===== src/rtl/fp_cmp_sel16.sv =====
// fp_cmp_sel16: two-stage select of one half-precision compare condition bit
// from the comparator vector, with per-operation and sticky exception flags.
module fp_cmp_sel16 (
   input  logic        clk,
   input  logic        rst,
   input  logic        ce,
   input  logic        in_valid,
   output logic        in_ready,
   input  logic [15:0] cmp_vec,
   input  logic        nan,
   input  logic        snan,
   input  logic [3:0]  cond,
   input  logic [7:0]  tag_i,
   output logic        out_valid,
   input  logic        out_ready,
   output logic        res,
   output logic [7:0]  tag_o,
   output logic [1:0]  fflags,
   input  logic        flag_clr
);

   logic        s1_valid;
   logic [15:0] s1_vec;
   logic        s1_nan;
   logic        s1_snan;
   logic [3:0]  s1_cond;
   logic [7:0]  s1_tag;

   logic        s2_inv;
   logic        s2_ill;

   logic        s2_free;
   logic        s1_load;
   logic        s1_move;
   logic        retire;

   logic        s1_legal;
   logic        s1_res;
   logic        s1_inv;

   assign s2_free  = ~out_valid | out_ready;
   assign in_ready = ce & (~s1_valid | s2_free);
   assign s1_load  = in_ready & in_valid;
   assign s1_move  = ce & s2_free;
   assign retire   = ce & out_valid & out_ready;

   // Legal codes are 0-4 and 8-12, so only the low three bits matter.
   assign s1_legal = (s1_cond[2:0] <= 3'd4);
   assign s1_res   = s1_legal & s1_vec[s1_cond];
   // Ordered lt/le/mag-lt (and complements) signal on any NaN.
   assign s1_inv   = s1_snan |
                     (s1_nan & ~s1_cond[2] & (|s1_cond[1:0]));

   always_ff @(posedge clk or posedge rst) begin
      if (rst) begin
         s1_valid <= 1'b0;
         s1_vec   <= '0;
         s1_nan   <= 1'b0;
         s1_snan  <= 1'b0;
         s1_cond  <= '0;
         s1_tag   <= '0;
      end else if (in_ready) begin
         s1_valid <= in_valid;
         if (in_valid) begin
            s1_vec  <= cmp_vec;
            s1_nan  <= nan;
            s1_snan <= snan;
            s1_cond <= cond;
            s1_tag  <= tag_i;
         end
      end
   end

   always_ff @(posedge clk or posedge rst) begin
      if (rst) begin
         out_valid <= 1'b0;
         res       <= 1'b0;
         tag_o     <= '0;
         s2_inv    <= 1'b0;
         s2_ill    <= 1'b0;
      end else if (s1_move) begin
         out_valid <= s1_valid;
         if (s1_valid) begin
            res    <= s1_res;
            tag_o  <= s1_tag;
            s2_inv <= s1_inv;
            s2_ill <= ~s1_legal;
         end
      end
   end

   // Clear first, then OR in the retiring result so a new set wins.
   always_ff @(posedge clk or posedge rst) begin
      if (rst) begin
         fflags <= '0;
      end else if (ce) begin
         fflags <= (flag_clr ? 2'b00 : fflags) |
                   (retire ? {s2_ill, s2_inv} : 2'b00);
      end
   end

   logic unused_ok;
   assign unused_ok = s1_load;

endmodule


===== config.mk =====
export PLATFORM = sky130hd
export DESIGN_NAME = fp_cmp_sel16
export DESIGN_NICKNAME = d
export VERILOG_FILES = /design/src/rtl/fp_cmp_sel16.sv
export SDC_FILE = /design/constraint.sdc
export NUM_CORES = 1
export LEC_CHECK = 0
export ABC_AREA = 0
export BUFFER_PORTS_ARGS = -buffer_cell sky130_fd_sc_hd__buf_2
export CAP_MARGIN = 25
export CORE_ASPECT_RATIO = 0.7
export CORE_MARGIN = 1.5
export CORE_UTILIZATION = 53
export CTS_BUF_LIST = sky130_fd_sc_hd__clkbuf_16
export CTS_CLUSTER_DIAMETER = 120
export DETAILED_ROUTE_END_ITERATION = 7
export PLACE_DENSITY = 0.83
export RECOVER_POWER = 100
export SETUP_SLACK_MARGIN = 0.4
export SYNTH_ARGS = -nofsm -noshare
export SYNTH_HDL_FRONTEND = slang
export SYNTH_SLANG_ARGS = --single-unit

===== constraint.sdc =====
create_clock -name clk -period 2.23 [get_ports clk]
set_input_delay 0 -clock clk [delete_from_list [all_inputs] [get_ports clk]]
set_output_delay 0 -clock clk [all_outputs]
set_load 0.005 [all_outputs]

# [After elaboration in Yosys (flattened, before gate mapping)]
# Index checks and enable logic that the tools add are counted.
[word_totals] regBits=45 in_bits=36 output_inout_bits=13 word_cells=36
[classes] n_lt_le_gt_ge=2 mux=4 bitwise_logic=15 n_reduce_logical=3
[ops] cell="1-bit bitwise AND" count=7
[ops] cell="4-bit by 5-bit less-than comparator with 1-bit output, second input constant" count=1
[ops] cell="1-bit binary-select mux with 4-bit select" count=1
[ops] cell="2-bit 2-to-1 mux" count=2
[ops] cell="1-bit NOT" count=4
[ops] cell="2-bit AND reduction" count=2
[ops] cell="3-bit less-or-equal comparator, second input constant" count=1
[ops] cell="1-bit OR" count=3
[ops] cell="2-bit OR" count=1
[ops] cell="2-bit OR reduction" count=1
[ops] cell="1-bit 2-to-1 mux" count=1

# [Depth between registers and ports, before layout]
# Gate-level depths: netlist of the first run.
[logic_depth] word_depth=5 mapped_depth=5

# [Worst setup path before layout of the first run]
# Ideal clock, no wire load.
[synth_path] kind="reg-to-reg" from="reg out_valid" to="reg s1_cond[0]" setup_time_ns=0.125 arrival_ns=1.220 t_required_ns=2.105 setup_slack_ns=0.885 path_stages_with_launch=6 path_buffers=1 synth_period_minus_slack_ns=1.345 cell_sequence="dfrtp_1 -> nand2b_4 -> o21a_4 -> nand2_4 -> buf_6 -> mux2_4"
[synth_via] elab_chain_cells=5
[synth_rtl] item="from (decl)" line="14" source="output logic out_valid,"
[synth_rtl] item="from (signal assigned)" line="82" source="out_valid <= s1_valid;"
[synth_rtl] item="1-bit NOT" line="41" source="assign s2_free = ~out_valid | out_ready;"
[synth_rtl] item="1-bit OR" line="41"
[synth_rtl] item="1-bit OR" line="42" source="assign in_ready = ce & (~s1_valid | s2_free);"
[synth_rtl] item="1-bit bitwise AND" line="42"
[synth_rtl] item="net in_ready" line="8" source="output logic in_ready,"
[synth_rtl] item="2-bit AND reduction (no line)"
[synth_rtl] item="to (signal assigned)" line="68" source="s1_cond <= cond;"
[synth_rtl] item="to (decl)" line="26" source="logic [3:0] s1_cond;"
# The timed path passes the listed nets, and every way through them passes these cells.
# A chain may end at the register's enable or synchronous reset.

# [Final worst setup path of the first run]
[layout_path] from="reg out_valid" to="reg s1_tag[1]"
[layout_via] elab_chain_cells=5
[layout_rtl] item="1-bit NOT" line="41"
[layout_rtl] item="1-bit OR" line="41"
[layout_rtl] item="1-bit OR" line="42"
[layout_rtl] item="1-bit bitwise AND" line="42"
[layout_rtl] item="2-bit AND reduction (no line)"
[layout_rtl] item="to (signal assigned)" line="69" source="s1_tag <= tag_i;"
[layout_rtl] item="to (decl)" line="27" source="logic [7:0] s1_tag;"
# Every way passes these cells.

==> results.md, run 1 <==
- Status: completed
- Htree depth: 2
- Final Slew Violations: 0
- First-pass iteration count of the detailed router: 2
- CP Class: register to register
- Tmin final: 1.67 ns
- Fin nets: roughly 220
- Pwr dens: 979 nW/um^2
- Setup Fix Bufs, Post-CTS: 0
- Clk slew on worst S/H paths: 0.05 ns
- Setup TNS: 0 ns
- Largest net degree at the start of global routing: 40
- Crit path DAT: ~1.8 ns
- CTS tree: yes
- Worst-Margin Slew: 0.916 ns
- Number of fill cells: 236
- Critical path required time: 2.39 ns
- Most used DFF post-synth: dfrtp_1
- Peak supply drop: 0.628 mV
- CTS resizes: 0
- Clk buf depth: 2
- Syn Area/Cell: about 15 um^2
- Hold-fix buffers at CTS: 25
- Fmax: 0.597 GHz
- Net Count, Synth: approximately 150
- WHS Endpoint: s1_valid$_DFFE_PP0P_
- Critical R2R Capture: s1_tag[1]$_DFFE_PP0P_
- Antenna violations before repair: 0
- Worst Hold Path Cells: 2
- Vias/cell: 5.04
- Grt ovf: 0
- Final period utilization: 75.1%
- Clock sinks: 39
- Dpl ws: around 0.68 ns
- # IOs: 49
- Hold Violations, Final: 0
- Async S/R FF share, synth: 100%
- Num CTS Buffers: 5
- Core ar.: 3130 um^2
- Initial drt markers: 45
- # diodes: 0
- Max-Cap Viols: 0
- Worst-skew pair later-pin latency: about 0.28 ns
- Cell Area, Placed: 1940 um^2
- Worst hold path class: input port to register
- Cell Area, Synth: 1720 um^2
- Synth warn: 0
- Seq/Total Area, Yosys: between 50 and 60%
- Hold_sp: in_valid
- DRC violations left: 0
- Mapped Cells: 112
- IO buf count: between 40 and 50
- Root buf cell: clkbuf_16
- First-pass GRT wire length: 5.18 mm
- Number of enable flip-flop cells after synthesis: 0
- Leakage: ~1.1 nW
- Reg-to-reg setup timing slack: 0.56 ns
- # rows: 17
- Initial Util: 55.0%
- Die W: 71.1 um
- Post-synth cell types: 23
- Antenna viol nets, final: 0
- Die area: 3600 um^2
- Crit path max fanout: 24
- Routed wire length: about 3.2 mm
- Number of global-route vias before repair: about 1100
- Fin Hold WS: 0.00297 ns
- Syn-to-layout area delta: 30.2%
- Flops & latches, synth: 39
- Reg2Reg Depth: 4
- FF-to-FF Start: out_valid$_DFFE_PP0P_
- Die Y: 50.7 um
- Vias: 1108
- DP HPWL: 2.06 mm
- Layout cells sized above 1: around 30%
- DR WL/cell: 14.6 um
- Setup crit end kind: register
- Final setup violation count: 0
- Startpoint Class: register
- Fin area: between 2000 and 2500 um^2
- Post-Route Skew: 0.00242 ns
- Final WS setup: 0.556 ns
- Gp weighted congestion: 0.838
- Max-slew headroom: 38.9%
- Global Route Usage Sum: between 15 and 20%
- Final Core Density: 71.6%
- RSZ-0062 raised after global routing: false
## cell usage after synthesis, drive strengths merged, types with 2 or more instances
cell   number  area share (%)
a22o        4             2.0
dfrtp      39              57
nand3       3             1.2
o21ai       4             1.2
nor2        3            0.65
buf         6             2.8
inv         2            0.44
mux2       32              26
nand2       7             2.0
mux2i       5             2.9
## sequential cells by signal, summed over array words and instances, names as in the netlist
name and count:
res 1, s1_valid 1, s1_cond 4, s1_tag 8, s1_snan 1, fflags 2
s2_inv 1, s2_ill 1, s1_nan 1, out_valid 1, s1_vec 10, tag_o 8
## layout make-up
cell class	instances	area, um^2	share of cell area (%)
clock buffers	5	125	5.59
repair buffers	68	464	20.7
flip-flops and latches	39	976	43.6
well taps	38	47.5	2.12
multi-input cells	65	579	25.9
clock inverters	3	38.8	1.73
inverters	2	7.51	0.335
## layer usage
metal	GRT usage [%]	up-vias	share of wire (%)
li1	-	534	-
met4	7.55	0	1.9
met1	26.2	532	47
met3	8.63	8	5.7
met5	0	-	0
met2	29.6	34	46
## critical path, cell delays in order (launching register included)
cell	delay (ns)
dfrtp_1	0.39
nand2b_2	0.09
o21a_2	0.21
nand2_2	0.46
mux2_1	0.39
## worst max path at each step
| stage | cells after the start | endpoint | from | slack, ns |
|---|---|---|---|---|
| floorplan | 5 | s1_cond[0]$_DFFE_PP0P_ | out_valid$_DFFE_PP0P_ | 0.88 |
| global placement | 4 | s1_snan$_DFFE_PP0P_ | out_valid$_DFFE_PP0P_ | 0.73 |
| detailed placement | 4 | s1_vec[1]$_DFFE_PP0P_ | out_valid$_DFFE_PP0P_ | 0.68 |
| CTS | 4 | s1_vec[1]$_DFFE_PP0P_ | out_valid$_DFFE_PP0P_ | 0.68 |
| global route | 4 | s1_tag[5]$_DFFE_PP0P_ | out_valid$_DFFE_PP0P_ | 0.46 |
| finish | 4 | s1_tag[1]$_DFFE_PP0P_ | out_valid$_DFFE_PP0P_ | 0.56 |
## logic make-up after synthesis
| group | share of synthesized area (%) |
|---|---|
| compound gates | 5.46 |
| buf+inv | 3.27 |
| flops | 56.8 |
| mux | 29.1 |
| simple gates | 5.39 |
## layout by cell type, fill, tap and decap left out, types with 3 or more instances in the layout
cell type | synthesis | final
nand2_1 | 6 | 6
dfrtp_1 | 39 | 39
dlygate4sd3_1 | 0 | 25
o21ai_0 | 1 | 3
mux2i_1 | 5 | 5
clkbuf_16 | 0 | 5
buf_2 | 3 | 41
nor2_1 | 3 | 3
a22o_1 | 4 | 4
mux2_1 | 8 | 31
nand3_1 | 2 | 3
## where the power goes
group          switching (mW)  internal, mW
sequential              0.118         0.891
clock                   0.259         0.521
combinational           0.164         0.239
## stage by stage
stage	instances	power [mW]
after floorplan	112	1.31
after global placement	187	1.45
after CTS	220	2.31
after global routing	220	2.31
final	220	2.19
after detailed placement	187	1.48
Note: power is estimated with default switching activity, not from simulation.
==> inputs of run 2 (changes only) <==
--- a/config.mk
+++ b/config.mk
@@ -10,11 +10,11 @@
 export CAP_MARGIN = 25
 export CORE_ASPECT_RATIO = 0.7
 export CORE_MARGIN = 1.5
-export CORE_UTILIZATION = 53
+export CORE_UTILIZATION = 50
 export CTS_BUF_LIST = sky130_fd_sc_hd__clkbuf_16
 export CTS_CLUSTER_DIAMETER = 120
 export DETAILED_ROUTE_END_ITERATION = 7
-export PLACE_DENSITY = 0.83
+export PLACE_DENSITY = 0.79
 export RECOVER_POWER = 100
 export SETUP_SLACK_MARGIN = 0.4
 export SYNTH_ARGS = -nofsm -noshare
==> constraint.sdc (replaced) <==
create_clock -name clk -period 1.7 [get_ports clk]
set_input_delay 0 -clock clk [delete_from_list [all_inputs] [get_ports clk]]
set_output_delay 0 -clock clk [all_outputs]
set_load 0.005 [all_outputs]
==> results.md, run 2 (synthesis results as in run 1) <==
- Largest net degree at the start of global routing: 40
- Htree depth: 2
- CTS tree: yes
- Switching power: 0.759 mW
- Clk slew on worst S/H paths: 0.05 ns
- Clock sinks: 39
- Worst-Margin Slew: 0.946 ns
- Peak supply drop: 0.679 mV
- Grt ovf: 0
- Antenna violations before repair: 0
- Placed insts: 197
- Sequential share of power: 46.7%
- Status: completed
- Top Registers: s1_vec (10), s1_tag (8), tag_o (8)
- Pwr dens: 1180 nW/um^2
- Num CTS Buffers: 5
- CP Class: register to register
- Max-Cap Viols: 0
- Final Slew Violations: 0
- Max-slew headroom: between 30% and 40%
- # rows: 17
- Layout cells sized above 1: between 30% and 40%
- PnR Total Power: 2.83 mW
- Startpoint Class: register
- Commonest cells after routing, fill and taps aside: dfrtp_1 (39), buf_2 (39), mux2_1 (27)
- Clk buf depth: 2
- Antenna viol nets, final: 0
- DRC violations left: 0
- Logic pwr share: a little under a quarter
- Global Route Usage Sum: between 20% and 30%
- Die W: 73.1 um
- Final Core Density: 74.8%
- Vias: 1219
- Setup TNS: 0 ns
- Tmin final: 1.43 ns
- # diodes: 0
- Final setup violation count: 0
- Gp weighted congestion: 0.748
- First-pass GRT wire length: ~5.9 mm
- Worst hold path class: input port to register
- Largest register FFs: 10
- Die Y: 52.1 um
- Vias/cell: ~5.1
- Switching share of power: 26.8%
- Setup crit end kind: register
- Initial Util: 53.5%
- Critical path required time: 1.85 ns
- Root buf cell: clkbuf_16
- Leakage: 1.14 nW
- DP HPWL: 2.09 mm
- RSZ-0062 raised after global routing: true
- Fin nets: 227
- # IOs: 49
- Crit path DAT: 1.58 ns
- Clock power share: a little under a third
- First-pass iteration count of the detailed router: 4
- Hold Violations, Final: 0
- Post-Route Skew: 0.00352 ns
- Core ar.: 3210 um^2
- Number of global-route vias before repair: 1152
- Final period utilization: between 80% and 90%
- Initial drt markers: 80
- Syn-to-layout area delta: 39.8%
- Worst-skew pair later-pin latency: roughly 0.28 ns
- Fmax: roughly 0.7 GHz
- Routed wire length: about 4 mm
- P_int: approximately 2.1 mW
- Die area: around 3800 um^2
- DR WL/cell: 16.6 um
- Crit path max fanout: 6
- Non-Filler Instances: 237
- IO buf count: 42
- Most flop-heavy register: s1_vec
[run 2: cell types whose count changed in the layout (fill, tap and decap cells not counted), sizes merged]
cell    change
buf         +4
bufinv      -1
clkbuf      +6
clkinv      -2
inv         +1
[run 2: critical path, stage by stage, from the launching register on]
cell and delay [ns]:
dfrtp_1 0.38, nand2b_2 0.09, o21a_1 0.23, nand2_8 0.12, buf_12 0.16, mux2_1 0.32
[run 2: area by class of cell]
class                           instances  area (um^2)
Fill cell                             221          808
Inverter                                2         7.51
Tap cell                               47         58.8
Multi-Input combinational cell         65          624
Sequential cell                        39          976
Timing Repair Buffer                   78          608
Clock buffer                            5          125
Clock inverter                          1         3.75
[run 2: worst paths after layout]
path	startpoint	endpoint	slack (ns)	cells past startpoint
setup / recovery	out_valid$_DFFE_PP0P_	s1_vec[12]$_DFFE_PP0P_	0.27	5
hold / removal	flag_clr	fflags[0]$_DFFE_PP0P_	0.05	3
setup reg to reg	out_valid$_DFFE_PP0P_	s1_vec[12]$_DFFE_PP0P_	0.27	5
hold reg to reg	s1_tag[5]$_DFFE_PP0P_	tag_o[5]$_DFFE_PP0P_	0.48	1
max in group asynchronous	rst	s1_vec[2]$_DFFE_PP0P_	0.56	4
min in group asynchronous	rst	s1_tag[1]$_DFFE_PP0P_	0.56	4
[run 2: metrics by stage]
stage	area, um^2	setup slack [ns]	hold slack (ns)
global route	2400	0.214	0.0653
floorplan	1720	0.376	0.146
finish	2400	0.270	0.0533
detailed placement	1970	0.282	0.139
global placement	1970	0.310	0.123
CTS	2420	0.338	0.0314
[run 2: per-layer routing]
metal,vias up,part of all wire (%),GRT usage [%]
met1,604,42,29.8
li1,557,-,-
met4,0,2.8,6.60
met3,10,5.5,6.98
met5,-,0,0
met2,48,50,34.7
[run 2: power groups by stage]
stage / clock [mW] / combinational, mW / sequential, mW
after floorplan: 0 / 0.409 / 1.31
after global placement: 0 / 0.582 / 1.32
after detailed placement: 0 / 0.605 / 1.34
after CTS: 0.861 / 0.694 / 1.32
after global routing: 0.910 / 0.713 / 1.35
final: 0.852 / 0.658 / 1.32
[run 2: timing repair]
item | in CTS | in global routing
gates cloned | 2 | 1
gates resized for setup | 3 | 3
hold buffers | 25 | 0
setup endpoints to repair | 32 | 33
pin swaps | 0 | 5
hold endpoints to repair | 63 | 0
setup buffers | 2 | 4
==> inputs of run 3 (changes only) <==
--- a/config.mk
+++ b/config.mk
@@ -10,11 +10,11 @@
 export CAP_MARGIN = 25
 export CORE_ASPECT_RATIO = 0.7
 export CORE_MARGIN = 1.5
-export CORE_UTILIZATION = 50
+export CORE_UTILIZATION = 45
 export CTS_BUF_LIST = sky130_fd_sc_hd__clkbuf_16
 export CTS_CLUSTER_DIAMETER = 120
 export DETAILED_ROUTE_END_ITERATION = 7
-export PLACE_DENSITY = 0.79
+export PLACE_DENSITY = 0.75
 export RECOVER_POWER = 100
 export SETUP_SLACK_MARGIN = 0.4
 export SYNTH_ARGS = -nofsm -noshare
==> constraint.sdc (replaced) <==
create_clock -name clk -period 1.15 [get_ports clk]
set_input_delay 0 -clock clk [delete_from_list [all_inputs] [get_ports clk]]
set_output_delay 0 -clock clk [all_outputs]
set_load 0.005 [all_outputs]
==> results.md, run 3 (synthesis results as in run 1) <==
- Vias/cell: ~4.9
- Htree depth: 2
- Global Route Usage Sum: a little under a fifth
- Final WS setup: -0.189 ns
- Worst-skew pair later-pin latency: roughly 0.28 ns
- Vias: 1199
- Peak supply drop: roughly 0.96 mV
- Critical path required time: approximately 1.3 ns
- Worst-Margin Slew: ~0.71 ns
- Number of global-route vias before repair: 1161
- Clock sinks: 39
- CTS tree: yes
- Setup TNS: -5.09 ns
- Tmin final: 1.34 ns
- Routed wire length: about 3.8 mm
- Initial drt markers: 62
- Post-Route Skew: 0.00412 ns
- Fmax: 0.747 GHz
- Failing checks: negative hold slack, negative setup slack
- Fin Hold WS: -0.210 ns
- Max-Cap Viols: 0
- Number of fill cells: 233
- Max-slew headroom: 52.1%
- Hold Violations, Final: 17
- First-pass iteration count of the detailed router: 4
- Clk slew on worst S/H paths: 0.05 ns
- Antenna viol nets, final: 0
- Reg area: a little under 1000 um^2
- Antenna violations before repair: 0
- Largest net degree at the start of global routing: 18
- WP buf/inv: 1
- Core ar.: 3580 um^2
- Top Registers: s1_vec (10), s1_tag (8), tag_o (8)
- Footprint of the multi-input gates: 752 um^2
- CP max stage delay: 0.40 ns
- IO buf count: 42
- Die area: between 4000 and 5000 um^2
- DP HPWL: ~2.3 mm
- Grt ovf: 0
- Most flop-heavy register: s1_vec
- # diodes: 0
- Gp weighted congestion: approximately 0.7
- Crit path max fanout: 8
- # IOs: 49
- DRC violations left: 0
- CP Class: register to register
- Final Slew Violations: 0
- Crit path DAT: 1.50 ns
- Leakage: approximately 1.3 nW
- Crit path max-delay family: flip-flops
- Worst hold path class: input port to asynchronous set/reset pin
- Final setup violation count: 37
- First-pass GRT wire length: 5.75 mm
- RSZ-0062 raised after global routing: true
- Cell Area, Placed: between 2000 and 2500 um^2
- Largest register FFs: 10
- Root buf cell: clkbuf_16
- Commonest cells after routing, fill and taps aside: dfrtp_1 (38), buf_2 (36), mux2_4 (30)
- Clk buf depth: 2
- Syn-to-layout area delta: 47.3%
- CP Cell Sequence: nand2b_4 > o21a_4 > nand2_8 > buf_12 > mux2_4
- Fin area: 2530 um^2
- # rows: 18
- Fin nets: 229
- Final period utilization: 116%
- Pwr dens: 1760 nW/um^2
- Status: finished, violations left
- Startpoint Class: register
- Die W: 76.9 um
- Setup crit end kind: register
- Most common cell after layout, fill and taps aside: dfrtp_1
- Initial Util: 48.0%
- DR WL/cell: 15.6 um
- CP max-delay cell: dfrtp_1
- Final Core Density: approximately 71%
- Num CTS Buffers: 5
- Layout cells sized above 1: between 40% and 50%
- Die Y: ~55 um
-- run 3: cell types whose count changed in the layout (fill, tap and decap cells not counted), moves of 2 or more --
cell / previous run / this run
mux2_4: 5 / 30
mux2_1: 27 / 2
dlygate4sd3_1: 25 / 22
buf_2: 39 / 36
inv_1: 2 / 0
buf_6: 0 / 4
clkbuf_1: 6 / 8
buf_4: 2 / 5
buf_16: 2 / 0
-- run 3: worst paths after layout --
path | startpoint | end | slack, ns | cells past startpoint
max in group asynchronous | rst | res$_DFFE_PP0P_ | 0.39 | 3
worst max-delay path | out_valid$_DFFE_PP0P_ | s1_vec[10]$_DFFE_PP0P_ | -0.19 | 5
worst min-delay path | rst | s1_tag[5]$_DFFE_PP0P_ | -0.21 | 2
worst max register to register | out_valid$_DFFE_PP0P_ | s1_vec[10]$_DFFE_PP0P_ | -0.19 | 5
worst min register to register | tag_o[4]$_DFFE_PP0P_ | tag_o[4]$_DFFE_PP0P_ | 0.49 | 1
min in group clk | cond[2] | s1_cond[2]$_DFFE_PP0P_ | -0.03 | 2
-- run 3: power breakdown --
group	total, mW	switching, mW	internal [mW]
logic	1.19	0.417	0.772
registers	1.99	0.262	1.73
clock network	1.27	0.490	0.778
-- run 3: worst reg2reg max path: stages (launching register included) --
cell and delay [ns]:
dfrtp_1 0.40, nand2b_4 0.07, o21a_4 0.22, nand2_8 0.09, buf_12 0.14, mux2_4 0.30
-- run 3: through the flow --
| step | setup WS (ns) | hold slack [ns] | cells | power (mW) |
|---|---|---|---|---|
| final | -0.189 | -0.210 | 243 | 4.45 |
| after global routing | -0.222 | -0.151 | 243 | 4.67 |
| after CTS | -0.185 | -0.296 | 238 | 4.40 |
| after detailed placement | -0.187 | -0.00547 | 207 | 2.94 |
| after global placement | -0.147 | -0.0135 | 207 | 2.88 |
| after floorplan | -0.174 | -0.0275 | 112 | 2.55 |
-- run 3: final cells by class --
class,instances,share of cell area (%)
Multi-Input combinational cell,66,29.7
Timing Repair Buffer,79,23.6
Clock inverter,2,0.346
Sequential cell,39,38.6
Inverter,2,0.346
Tap cell,50,2.47
Clock buffer,5,4.94
-- run 3: repair_timing --
action,in CTS,in global routing
gates cloned,1,1
hold buffers,21,1
pin swaps,1,0
endpoints found under the hold margin,39,18
setup endpoints to repair,52,52
resized for setup,12,4
buffers inserted,2,3
-- run 3: layer usage --
metal  global-route usage (%)  up-vias  part of all wire [%]
met1                     23.5      601                    45
met3                     6.00        8                   4.3
met5                        0        -                     0
li1                         -      558                     -
met2                     30.8       32                    48
met4                     10.5        0                   1.8
